[config.mk]
export PLATFORM = sky130hd
export DESIGN_NAME = aes_inv_round_ctrl
export DESIGN_NICKNAME = d
export VERILOG_FILES = /design/src/rtl/aes_inv_round_ctrl.sv
export SDC_FILE = /design/constraint.sdc
export NUM_CORES = 1
export LEC_CHECK = 0
export BUFFER_PORTS_ARGS = -buffer_cell sky130_fd_sc_hd__buf_2
export CORE_AREA = 3 3 154 156
export CTS_BUF_LIST = sky130_fd_sc_hd__clkbuf_16
export CTS_CLUSTER_SIZE = 10
export DETAILED_ROUTE_END_ITERATION = 10
export DIE_AREA = 0 0 157 159
export SLEW_MARGIN = 5
export SYNTH_ARGS = -nofsm -noshare
export SYNTH_HDL_FRONTEND = slang
export SYNTH_SLANG_ARGS = --single-unit
export TNS_END_PERCENT = 5
[constraint.sdc]
create_clock -name clk -period 1.9 [get_ports clk]
set_input_delay 0.38 -clock clk [delete_from_list [all_inputs] [get_ports clk]]
set_output_delay 0.38 -clock clk [all_outputs]
set_load 0.05 [all_outputs]
[src/rtl/aes_inv_round_ctrl.sv]
// Sequencer for an external AES-128 inverse-round datapath: walks InvShiftRows/InvSubBytes/
// AddRoundKey/InvMixColumns over 10 rounds. Optional abort port under macro INV_CTRL_ABORT_EN.
module aes_inv_round_ctrl #(
    parameter int DATA_W = 128
) (
    input  logic              clk,
    input  logic              rst,
    input  logic              start,
    input  logic [DATA_W-1:0] cipher_in,
    output logic [DATA_W-1:0] dp_state,
    output logic [1:0]        dp_op,
    input  logic [DATA_W-1:0] dp_result,
    output logic [3:0]        key_idx,
    output logic              busy,
    output logic              out_valid,
    input  logic              out_ack
`ifdef INV_CTRL_ABORT_EN
    ,
    input  logic              abort
`endif
);

    localparam logic [2:0] IDLE  = 3'd0;
    localparam logic [2:0] INIT  = 3'd1;
    localparam logic [2:0] ROUND = 3'd2;
    localparam logic [2:0] FINAL = 3'd3;
    localparam logic [2:0] DONE  = 3'd4;

    localparam logic [1:0] OP_ARK = 2'd0;
    localparam logic [1:0] OP_ISR = 2'd1;
    localparam logic [1:0] OP_ISB = 2'd2;
    localparam logic [1:0] OP_IMC = 2'd3;

    logic [2:0]        state;
    logic [1:0]        step;
    logic [3:0]        round;
    logic [DATA_W-1:0] st_reg;
    logic              abort_req;

    assign busy      = (state == INIT) || (state == ROUND) || (state == FINAL);
    assign out_valid = (state == DONE);
    assign dp_state  = st_reg;

`ifdef INV_CTRL_ABORT_EN
    assign abort_req = abort && busy;
`else
    assign abort_req = 1'b0;
`endif

    always_ff @(posedge clk) begin
        if (rst || abort_req) begin
            state  <= IDLE;
            step   <= 2'd0;
            round  <= 4'd0;
            st_reg <= '0;
        end else begin
            case (state)
                IDLE: begin
                    if (start) begin
                        st_reg <= cipher_in;
                        round  <= 4'd9;
                        step   <= 2'd0;
                        state  <= INIT;
                    end
                end
                INIT: begin
                    st_reg <= dp_result;
                    step   <= 2'd0;
                    state  <= ROUND;
                end
                ROUND: begin
                    st_reg <= dp_result;
                    if (step == 2'd3) begin
                        step <= 2'd0;
                        if (round > 4'd1) begin
                            round <= round - 4'd1;
                        end else begin
                            state <= FINAL;
                        end
                    end else begin
                        step <= step + 2'd1;
                    end
                end
                FINAL: begin
                    st_reg <= dp_result;
                    if (step == 2'd2) begin
                        step  <= 2'd0;
                        state <= DONE;
                    end else begin
                        step <= step + 2'd1;
                    end
                end
                DONE: begin
                    // start alongside out_ack is deliberately dropped; IDLE must see it again
                    if (out_ack) begin
                        state <= IDLE;
                    end
                end
                default: begin
                    state <= IDLE;
                end
            endcase
        end
    end

    // The last round has no InvMixColumns, so FINAL only cycles through three steps
    always_comb begin
        dp_op   = OP_ARK;
        key_idx = 4'd0;
        case (state)
            INIT: begin
                key_idx = 4'd10;
            end
            ROUND: begin
                key_idx = round;
                case (step)
                    2'd0:    dp_op = OP_ISR;
                    2'd1:    dp_op = OP_ISB;
                    2'd2:    dp_op = OP_ARK;
                    default: dp_op = OP_IMC;
                endcase
            end
            FINAL: begin
                case (step)
                    2'd0:    dp_op = OP_ISR;
                    2'd1:    dp_op = OP_ISB;
                    default: dp_op = OP_ARK;
                endcase
            end
            default: begin
                dp_op   = OP_ARK;
                key_idx = 4'd0;
            end
        endcase
    end

endmodule

# --- Yosys cells after proc, flatten, opt, wreduce, memory -nomap -nowiden ---
# Cells that the tools add are included.
totals:
  wordCells: 52
  input_bits: 260
  regBits: 137
  out_inout_bits: 136
op_classes:
  order_cmp: 1
  n_reduce_logical: 12
  n_eq_ne: 13
  mux: 20
  addsub: 2
ops:
  columns: ["operator", "count"]
  rows:
  - ["one-hot mux 128 bit (2 select lines)", 1]
  - ["2-to-1 mux 128 bit", 1]
  - ["one-hot mux 4 bit (2 select lines)", 2]
  - ["2-to-1 mux 3 bit", 5]
  - ["one-hot mux 3 bit (5 select lines)", 1]
  - ["2-to-1 mux 4 bit", 3]
  - ["!= test 2 x 1 -> 1 bit (second input constant)", 4]
  - ["one-hot mux 2 bit (2 select lines)", 2]
  - ["one-hot mux 2 bit (4 select lines)", 1]
  - ["== test 3 x 2 -> 1 bit (second input constant)", 2]
  - ["2-to-1 mux 2 bit", 3]
  - ["one-hot mux 2 bit (3 select lines)", 1]
  - ["AND reduction 5 bit", 1]
  - ["== test 2 bit (second input constant)", 2]
  - ["greater-than comparator 4 x 1 -> 1 bit (second input constant)", 1]
  - ["!= test 2 bit (second input constant)", 2]
  - ["AND reduction 2 bit", 2]
  - ["AND reduction 4 bit", 1]
  - ["nonzero test 2 bit", 2]
  - ["nonzero test 4 bit", 1]
  - ["subtractor 4 x 1 -> 4 bit (second input constant)", 1]
  - ["== test 3 x 1 -> 1 bit (second input constant)", 1]
  - ["== test 3 bit (second input constant)", 1]
  - ["logical NOT 3 bit", 1]
  - ["other kinds (5)", 6]

# --- Longest topological paths before layout ---
# Gate-level depths: netlist (run 1).
logic_depth:
  ltp_word: 4
  ltp_mapped: 8
  mapped_depth_nobuf: 6

# --- Worst setup path before layout (run 1) ---
# OpenSTA, ideal clock, no wires.
synth_timing:
  path_kind: "reg2out"
  startpoint: "reg step[0]"
  endpoint: "out dp_op[0]"
  arrival_ps: 1771
  required_ps: 1520
  stages_incl_launch_ff: 5
  setup_slack_ps: -251
  n_path_buf: 0
  path_cell_list: "dfxtp_1 > inv_1 > ha_1 > or2_2 > a21oi_1"
synth_via:
  elab_chain_len: 3
  word_cells_on_any_way: 6
  classes_between: "eq/ne (2); mux (3); reduce/logical (1)"
synth_rtl:
  columns: ["element", "line", "source"]
  rows:
  - ["from (decl)", "35", "logic [1:0] step;"]
  - ["from (signal assigned)", "81", "step <= step + 2'd1;"]
  - ["from (signal assigned)", "90", "step <= step + 2'd1;"]
  - ["== test 2 bit (tied with other cells)", "116", "case (step)"]
  - ["one-hot mux 2 bit (3 select lines) / one-hot mux 2 bit (2 select lines) (equally long branches)", "116, 124", null]
  - ["one-hot mux 2 bit (2 select lines) (*)", "110", "case (state)"]
  - ["to (decl)", "11", "output logic [1:0] dp_op,"]
# Mark *: on every way between the ends. The rest lies on a longest branch, timed or not.

# --- Worst setup path in the final report (run 1) ---
layout_timing:
  startpoint: "reg step[1]"
  endpoint: "out dp_op[0]"
# Same word-level chain as after synthesis.

==> qor.yml, run 1 <==
routing:
  finalWirelength_mm: 20.5
  drt-vias-per-instance: 4.64
  wire_per_inst_um: 15.3
  drt_iter0_drc: 289
  dr.pass1.iters: 4
  drt-met1-wl_mm: 8.56
  top_layer: "met4"
  ant_nets: 0
  route.detailed.drc: 0
  num_vias: 6227
  wl_met2_mm: 9.95
  met3_length_mm: 1.74
synth:
  synth_seq_cells: 137
  synthArstFlopShare_pct: 0
  synth_area_leaders: "dfxtp_1, mux2i_1, a211oi_1"
  ys_seq_area_share_pct: 42.5
  synth_top_cell_by_area: "dfxtp_1"
  synth_enable_flop_cells: 0
  synth_warnings: 0
  synth.distinct_cells: 36
  syn-instance-count: 658
  synth_area_mm2: 0.00646
  syn_avg_cell_area_um2: 9.81
  syn_nets: 924
  synth_top_area_share_pct: 42.5
  synthTopCellsByCount: "dfxtp_1, nor2_1, mux2i_1"
  synthFlopType: "dfxtp_1"
  yosysMostFrequentCell: "dfxtp_1"
critical_path:
  max_stage_delay_ps: 340
  cp_max_fo: 2
  critical_path.startpoint_type: "flop"
  critical_path_arrival_ps: 1550
  endpoint_kind: "primary output"
  critPathBufInv: 2
  required_ps: 1520
  cp_slowest_cell: "dfxtp_2"
  path_class: "flop to primary output"
  crit_family: "flip-flops"
  crit_path_cell_trace: "inv_2, ha_4, or2_4, a21oi_2, buf_6"
layout:
  fin_cells: 1343
  fillerInstances: 2209
  fin_util_pct: 42.1
  area_growth_syn_to_layout_pct: 46.8
  drive_above_1_share_pct: 47.4
  nets: 1312
  antenna_cells: 0
global_route:
  grt-ovfl-total: 0
  grt_pass1_wl_mm: 31.9
  grtUsageTotal_pct: 15.6
  grt_antenna_before_repair: 0
  grt_pass1_vias: 6210
  grt_max_degree: 69
sta:
  tns_ps: -33.3
  skew_ps: 7.47
  fin_ws_ps: -33.3
  whs_ps: 255
  worst_pin_slew_ps: 361
  clock.fmax_mhz: 517
  setup_viol: 1
  slew_violations: 0
  final_hold_viol_count: 0
  fin_crit_ps: 1930
  fin_crit_sh_pct: 102
  slew_headroom_pct: 75.9
  grt_setup_unrepaired: "true"
floorplanning:
  core_area_mm2: 0.0225
  ios: 396
  std_cell_rows: 55
  fp.dieH_um: 159
  dieArea_mm2: 0.0250
  die-width_um: 157
  start_util_pct: 28.7
run:
  maxCapViolCount: 0
hold_path:
  holdCritPathClass: "input pin to flop"
clocking:
  cts_buffer_depth: 2
  clk_pin_slew_worst_paths_ps: 60
  root_buffer: "clkbuf_16"
  h-tree-depth: 4
  cts_buffers: 17
  cts_tree: "done"
  clock-sinks: 137
  ctsHoldBuffers: 0
  clk_latency_ps: 410
power_and_ir_drop:
  p_leak_nw: 4.71
  power.density_mw_per_mm2: 1310
  max-vdd-ir-drop_uv: 544
place:
  port_buffers: 395
  place_inst: 1307
  place.gp.congestion: 0.789
  hpwl_mm: 15.4
  pre_cts_slack_ps: -34.9
outcome:
  outcome: "finished with violations"
  violations: "setup timing"
==> cells in the final DEF (no fill, tap or decap), types with 5 or more instances in the layout <==
cell type	count
buf_4	32
mux2i_1	128
a21oi_1	9
buf_2	387
inv_1	6
clkbuf_16	17
nand2_1	6
dfxtp_1	131
nor2_1	135
buf_12	12
dfxtp_2	5
a211oi_1	112
a211oi_2	18
nor3_1	6
==> sequential cells by signal (all words and copies together), names as in the netlist <==
| name | flops |
|---|---|
| round | 4 |
| dp_state | 128 |
| state | 3 |
| step | 2 |
==> metrics by stage <==
stage / power (mW) / area, um2
after global routing: 13.1 / 9480
final: 12.4 / 9480
after floorplan: 7.69 / 6460
after detailed placement: 9.10 / 8790
after CTS: 12.6 / 9450
after global placement: 9.09 / 8790
==> cell families after synthesis <==
group / synth area share, %
AO/OA/AOI/OAI: 18.5
AND/OR/NAND/NOR: 10.9
flip-flops: 42.5
buffers and inverters: 6.96
adder cells (fa/ha/maj): 1.16
multiplexers: 20.1
==> path summary, 6_finish.rpt <==
kind	from	end	slack, ps	cells after the start
max	step[1]	dp_op[0]	-30	5
min	dp_result[41]	dp_state[41]	250	3
max reg2reg	round[0]	round[2]	90	7
min reg2reg	state[1]	state[1]	540	1
==> layer usage <==
| layer | vias up | GRT usage, % |
|---|---|---|
| met5 | - | 0 |
| met4 | 0 | 4.62 |
| met3 | 21 | 4.84 |
| met2 | 271 | 26.8 |
| met1 | 2784 | 18.7 |
| li1 | 3151 | - |
==> worst register-to-register path, cell delays in order (launching register included) <==
cell	delay [ps]
dfxtp_2	360
inv_1	50
ha_2	180
or2_4	240
a2111oi_4	330
buf_4	190
o21ai_2	60
mux2_4	290
==> where the power goes <==
group          total [mW]  internal [mW]  switching, mW  leakage, nW
combinational        5.27           1.56           3.72         3.28
clock                3.34           2.04           1.29        0.285
sequential           3.83           3.49          0.341         1.14
total                12.4           7.09           5.35         4.71
==> final cells by class <==
class | count | area [um2] | area share (%)
sequential | 137 | 2750 | 29.0
clock buffer | 17 | 425 | 4.49
inverter | 8 | 30.0 | 0.317
multi-input combinational | 449 | 3320 | 35.0
timing repair buffer | 433 | 2440 | 25.7
tap | 285 | 357 | 3.76
clock inverter | 14 | 158 | 1.66
==> repair_timing <==
action,4_1_cts,5_1_grt
setup endpoints to repair,8,11
setup buffers,4,1
pin swaps,3,1
gates resized for setup,19,7
Power figures use the tool's default switching activity.
==> run 2: changes to the inputs <==
- CORE_AREA: 3 3 154 156 -> 2 2 153 155
- DIE_AREA: 0 0 157 159 -> 0 0 155 157
==> qor.yml, run 2 (same netlist as run 1, synthesis figures left out) <==
clocking:
  clock-sinks: 137
  cts_tree: "done"
  ctsHoldBuffers: 0
  h-tree-depth: 4
  clk_latency_ps: 410
  clk_pin_slew_worst_paths_ps: 70
  cts_buffer_depth: 2
  cts_buffers: 17
  root_buffer: "clkbuf_16"
floorplanning:
  start_util_pct: 28.7
  core_area_mm2: 0.0225
  die-width_um: 155
  dieArea_mm2: 0.0243
  fp.dieH_um: 157
  std_cell_rows: 55
  ios: 396
hold_path:
  hold_depth: 3
  holdCritPathClass: "input pin to flop"
critical_path:
  crit_cells: 5
  rr_worst_depth: 7
  max_stage_delay_ps: 330
  critPathBufInv: 2
  crit_path_cell_trace: "inv_2, ha_4, or2_4, a21oi_2, buf_6"
  cp_slowest_cell: "dfxtp_2"
  endpoint_kind: "primary output"
  critical_path.startpoint_type: "flop"
  path_class: "flop to primary output"
  critical_path_arrival_ps: 1570
  crit_family: "flip-flops"
  cp_max_fo: 2
  required_ps: 1520
layout:
  largest_register_ffs: 128
  antenna_cells: 0
  layout_common_cells: "buf_2, nor2_1, dfxtp_1"
  fin_cells: 1352
  area_growth_syn_to_layout_pct: 49.4
  final_common_cell: "buf_2"
  nets: 1322
  drive_above_1_share_pct: 48.4
  fillerInstances: 2253
run:
  maxCapViolCount: 0
routing:
  finalWirelength_mm: 20.7
  wire_per_inst_um: 15.3
  drt-vias-per-instance: 4.72
  dr.pass1.iters: 4
  drt_iter0_drc: 277
  ant_nets: 0
  route.detailed.drc: 0
  num_vias: 6377
global_route:
  grt-ovfl-total: 0
  grt_max_degree: 71
  grt_antenna_before_repair: 0
  grtUsageTotal_pct: 16.0
  grt_pass1_vias: 6270
  grt_pass1_wl_mm: 31.3
sta:
  grt_setup_unrepaired: "true"
  setup_viol: 1
  fin_crit_ps: 1950
  skew_ps: 14.0
  fin_crit_sh_pct: 103
  worst_pin_slew_ps: 388
  fin_ws_ps: -52.2
  whs_ps: 252
  slew_violations: 0
  clock.fmax_mhz: 512
  final_hold_viol_count: 0
  slew_headroom_pct: 74.1
place:
  place_inst: 1318
  place.gp.congestion: 0.818
  hpwl_mm: 15.5
  port_buffers: 395
outcome:
  outcome: "finished with violations"
  violations: "setup timing"
power_and_ir_drop:
  power.density_mw_per_mm2: 1340
  p_leak_nw: 4.79
  max-vdd-ir-drop_uv: 807
[run 2: what timing repair did]
item | 4_1_cts | 5_1_grt
gates resized for setup | 18 | 13
gates cloned | 0 | 0
pin swaps | 4 | 4
endpoints found under the setup margin | 8 | 10
buffers inserted | 3 | 1
[run 2: metrics by stage]
stage / setup TNS, ps / instance area (um2) / util (%) / power, mW / worst slack (ps)
after floorplan: -347 / 6460 / - / 7.69 / -197
after global placement: 0 / 8880 / 39.5 / 9.16 / 45.2
after detailed placement: -11.4 / 8880 / 39.5 / 9.22 / -11.4
after CTS: -80.7 / 9600 / 42.7 / 13.0 / -49.3
after global routing: -219 / 9650 / 42.9 / 13.5 / -111
final: -52.2 / 9650 / 42.9 / 12.9 / -52.2
[run 2: worst paths after layout]
path / startpoint / to / slack (ps)
worst max-delay path: step[1] / dp_op[0] / -50
worst min-delay path: dp_result[89] / dp_state[89] / 250
worst max register to register: round[1] / round[2] / 20
worst min register to register: dp_state[61] / dp_state[61] / 550
[run 2: report_power, final]
group | internal (mW) | switching (mW) | leakage (nW)
logic | 1.65 | 3.76 | 3.34
registers | 3.49 | 0.317 | 1.14
clock network | 2.34 | 1.34 | 0.310
total | 7.48 | 5.42 | 4.79
[run 2: final cells by class]
class | count | area, um2 | share of cell area [%]
multi-input cells | 449 | 3330 | 34.5
flip-flops and latches | 137 | 2750 | 28.5
repair buffers | 443 | 2530 | 26.3
clock buffers | 17 | 425 | 4.41
well taps | 285 | 357 | 3.70
clock inverters | 13 | 219 | 2.27
inverters | 8 | 30.0 | 0.311
[run 2: metal layers]
layer / vias up / routed length [um] / GRT usage, % / share of wire [%]
li1: 3177 / - / - / -
met1: 2922 / 8640 / 18.7 / 42
met2: 260 / 10200 / 28.4 / 50
met3: 18 / 1520 / 4.90 / 7.3
met4: 0 / 294 / 4.41 / 1.4
met5: - / 0 / 0 / 0
[run 2: worst reg2reg max path, stage by stage, from the launching register on]
cell and delay [ps]:
dfxtp_2 350, inv_2 50, ha_1 180, or2_4 270, a2111oi_4 380, buf_4 200, o21ai_2 60, mux2_4 290
==> run 3: changes to the inputs <==
- CELL_PAD_IN_SITES_DETAIL_PLACEMENT: default -> 0
- CELL_PAD_IN_SITES_GLOBAL_PLACEMENT: default -> 1
- CORE_AREA: 2 2 153 155 -> default
- CORE_UTILIZATION: default -> 28
- DIE_AREA: 0 0 155 157 -> default
- PLACE_DENSITY_LB_ADDON: default -> 0.1
==> qor.yml, run 3 (same netlist as run 1, synthesis figures left out) <==
outcome:
  outcome: "finished with violations"
  violations: "setup timing"
clocking:
  clock-sinks: 137
  root_buffer: "clkbuf_16"
  clk_pin_slew_worst_paths_ps: 60
  cts_buffer_depth: 2
  cts_tree: "done"
  h-tree-depth: 4
  clk_latency_ps: 420
  cts_buffers: 17
global_route:
  met3_usage_pct: 5.75
  grt_antenna_before_repair: 2
  grtUsageTotal_pct: 18.0
  grt_max_degree: 100
  grt_pass1_wl_mm: 33.0
  grt_util_met2_pct: 31.1
  use_met1_pct: 20.8
  grt-ovfl-total: 0
  busiest_layer: "met2"
  grt_pass1_vias: 5968
hold_path:
  holdCritPathClass: "input pin to flop"
place:
  port_buffers: 395
  place.gp.congestion: 0.751
  hpwl_mm: 16.2
floorplanning:
  dieArea_mm2: 0.0237
  core_area_mm2: 0.0226
  std_cell_rows: 55
  ios: 396
  die-width_um: 154
  fp.dieH_um: 154
  start_util_pct: 28.5
layout:
  drive_above_1_share_pct: 47.1
  final_common_cell: "buf_2"
  layout_common_cells: "buf_2, nor2_1, dfxtp_1"
  area_growth_syn_to_layout_pct: 47.7
  nets: 1307
  largest_register_ffs: 128
  fillerInstances: 2385
power_and_ir_drop:
  power_mw: 12.7
  power.density_mw_per_mm2: 1330
  p_leak_nw: 4.72
  max-vdd-ir-drop_uv: 685
routing:
  route.detailed.drc: 0
  dr.pass1.iters: 6
  drt-vias-per-instance: 4.63
  finalWirelength_mm: 21.7
  wire_per_inst_um: 16.2
  drt_iter0_drc: 214
  ant_nets: 0
  num_vias: 6212
sta:
  slew_headroom_pct: 70.3
  slew_violations: 0
  worst_pin_slew_ps: 446
  whs_ps: 229
  fin_crit_ps: 1950
  skew_ps: 12.6
  fin_crit_sh_pct: 102
  clock.fmax_mhz: 514
  final_hold_viol_count: 0
  grt_setup_unrepaired: "true"
  setup_viol: 1
  fin_ws_ps: -45.3
run:
  maxCapViolCount: 0
critical_path:
  cp_max_fo: 2
  cp_slowest_cell: "dfxtp_2"
  max_stage_delay_ps: 340
  crit_path_cell_trace: "inv_2, ha_4, or2_4, a21oi_4, buf_6"
  required_ps: 1520
  crit_family: "flip-flops"
  endpoint_kind: "primary output"
  critical_path_arrival_ps: 1570
  critical_path.startpoint_type: "flop"
  path_class: "flop to primary output"
  critPathBufInv: 2
==> run 3: cell types whose count changed in the layout (fill, tap and decap cells not counted), sizes merged <==
| cell | change |
|---|---|
| inv | +3 |
| diode | +2 |
| bufinv | -1 |
| clkbuf | -1 |
| buf | -14 |
| clkinv | -2 |
| clkinvlp | +2 |
==> run 3: repair_timing <==
| item | 4_1_cts | 5_1_grt |
|---|---|---|
| buffers inserted | 2 | 0 |
| pin swaps | 2 | 1 |
| resized for setup | 20 | 7 |
| hold buffers | 0 | 0 |
| endpoints found under the setup margin | 8 | 9 |
==> run 3: through the flow <==
step	setup TNS [ps]	area, um2	std cells	setup WS, ps	utilization (%)
6_report	-45.3	9540	1341	-45.3	42.1
2_1_floorplan	-347	6460	658	-197	-
3_3_place_gp	0	8810	1305	55.8	38.9
4_1_cts	-171	9500	1339	-76.5	42.0
5_1_grt	-287	9540	1341	-121	42.1
3_5_place_dp	0	8810	1305	59.9	38.9
==> run 3: worst paths after layout <==
check / slack, ps / start / endpoint / depth (start not counted)
max: -50 / step[1] / dp_op[0] / 5
min: 230 / out_ack / state[2] / 3
max reg2reg: 60 / round[0] / round[0] / 7
min reg2reg: 550 / dp_state[49] / dp_state[49] / 2
==> run 3: per-layer routing <==
layer / wire length, um / part of all wire [%]
met4: 323 / 1.5
met3: 1650 / 7.6
met1: 9120 / 42
met5: 0 / 0
met2: 10600 / 49
==> run 3: cell type report <==
class	count	area (um2)	share of cell area, %
clock inverters	15	199	2.09
flip-flops and latches	137	2750	28.9
diodes	2	5.00	0.0525
well taps	285	357	3.74
clock buffers	17	425	4.46
inverters	8	30.0	0.315
multi-input cells	449	3320	34.8
repair buffers	428	2450	25.7
==> run 3: power breakdown <==
| group | total, mW | switching [mW] | internal, mW |
|---|---|---|---|
| clock | 3.55 | 1.35 | 2.20 |
| combinational | 5.31 | 3.75 | 1.56 |
| sequential | 3.81 | 0.317 | 3.49 |
| total | 12.7 | 5.41 | 7.26 |
==> run 3: worst reg2reg max path, stage by stage, from the launching register on <==
cell	delay, ps
dfxtp_1	370
inv_1	60
ha_1	200
or2_4	250
a2111oi_4	420
buf_4	200
nor3_1	40
a211oi_1	220
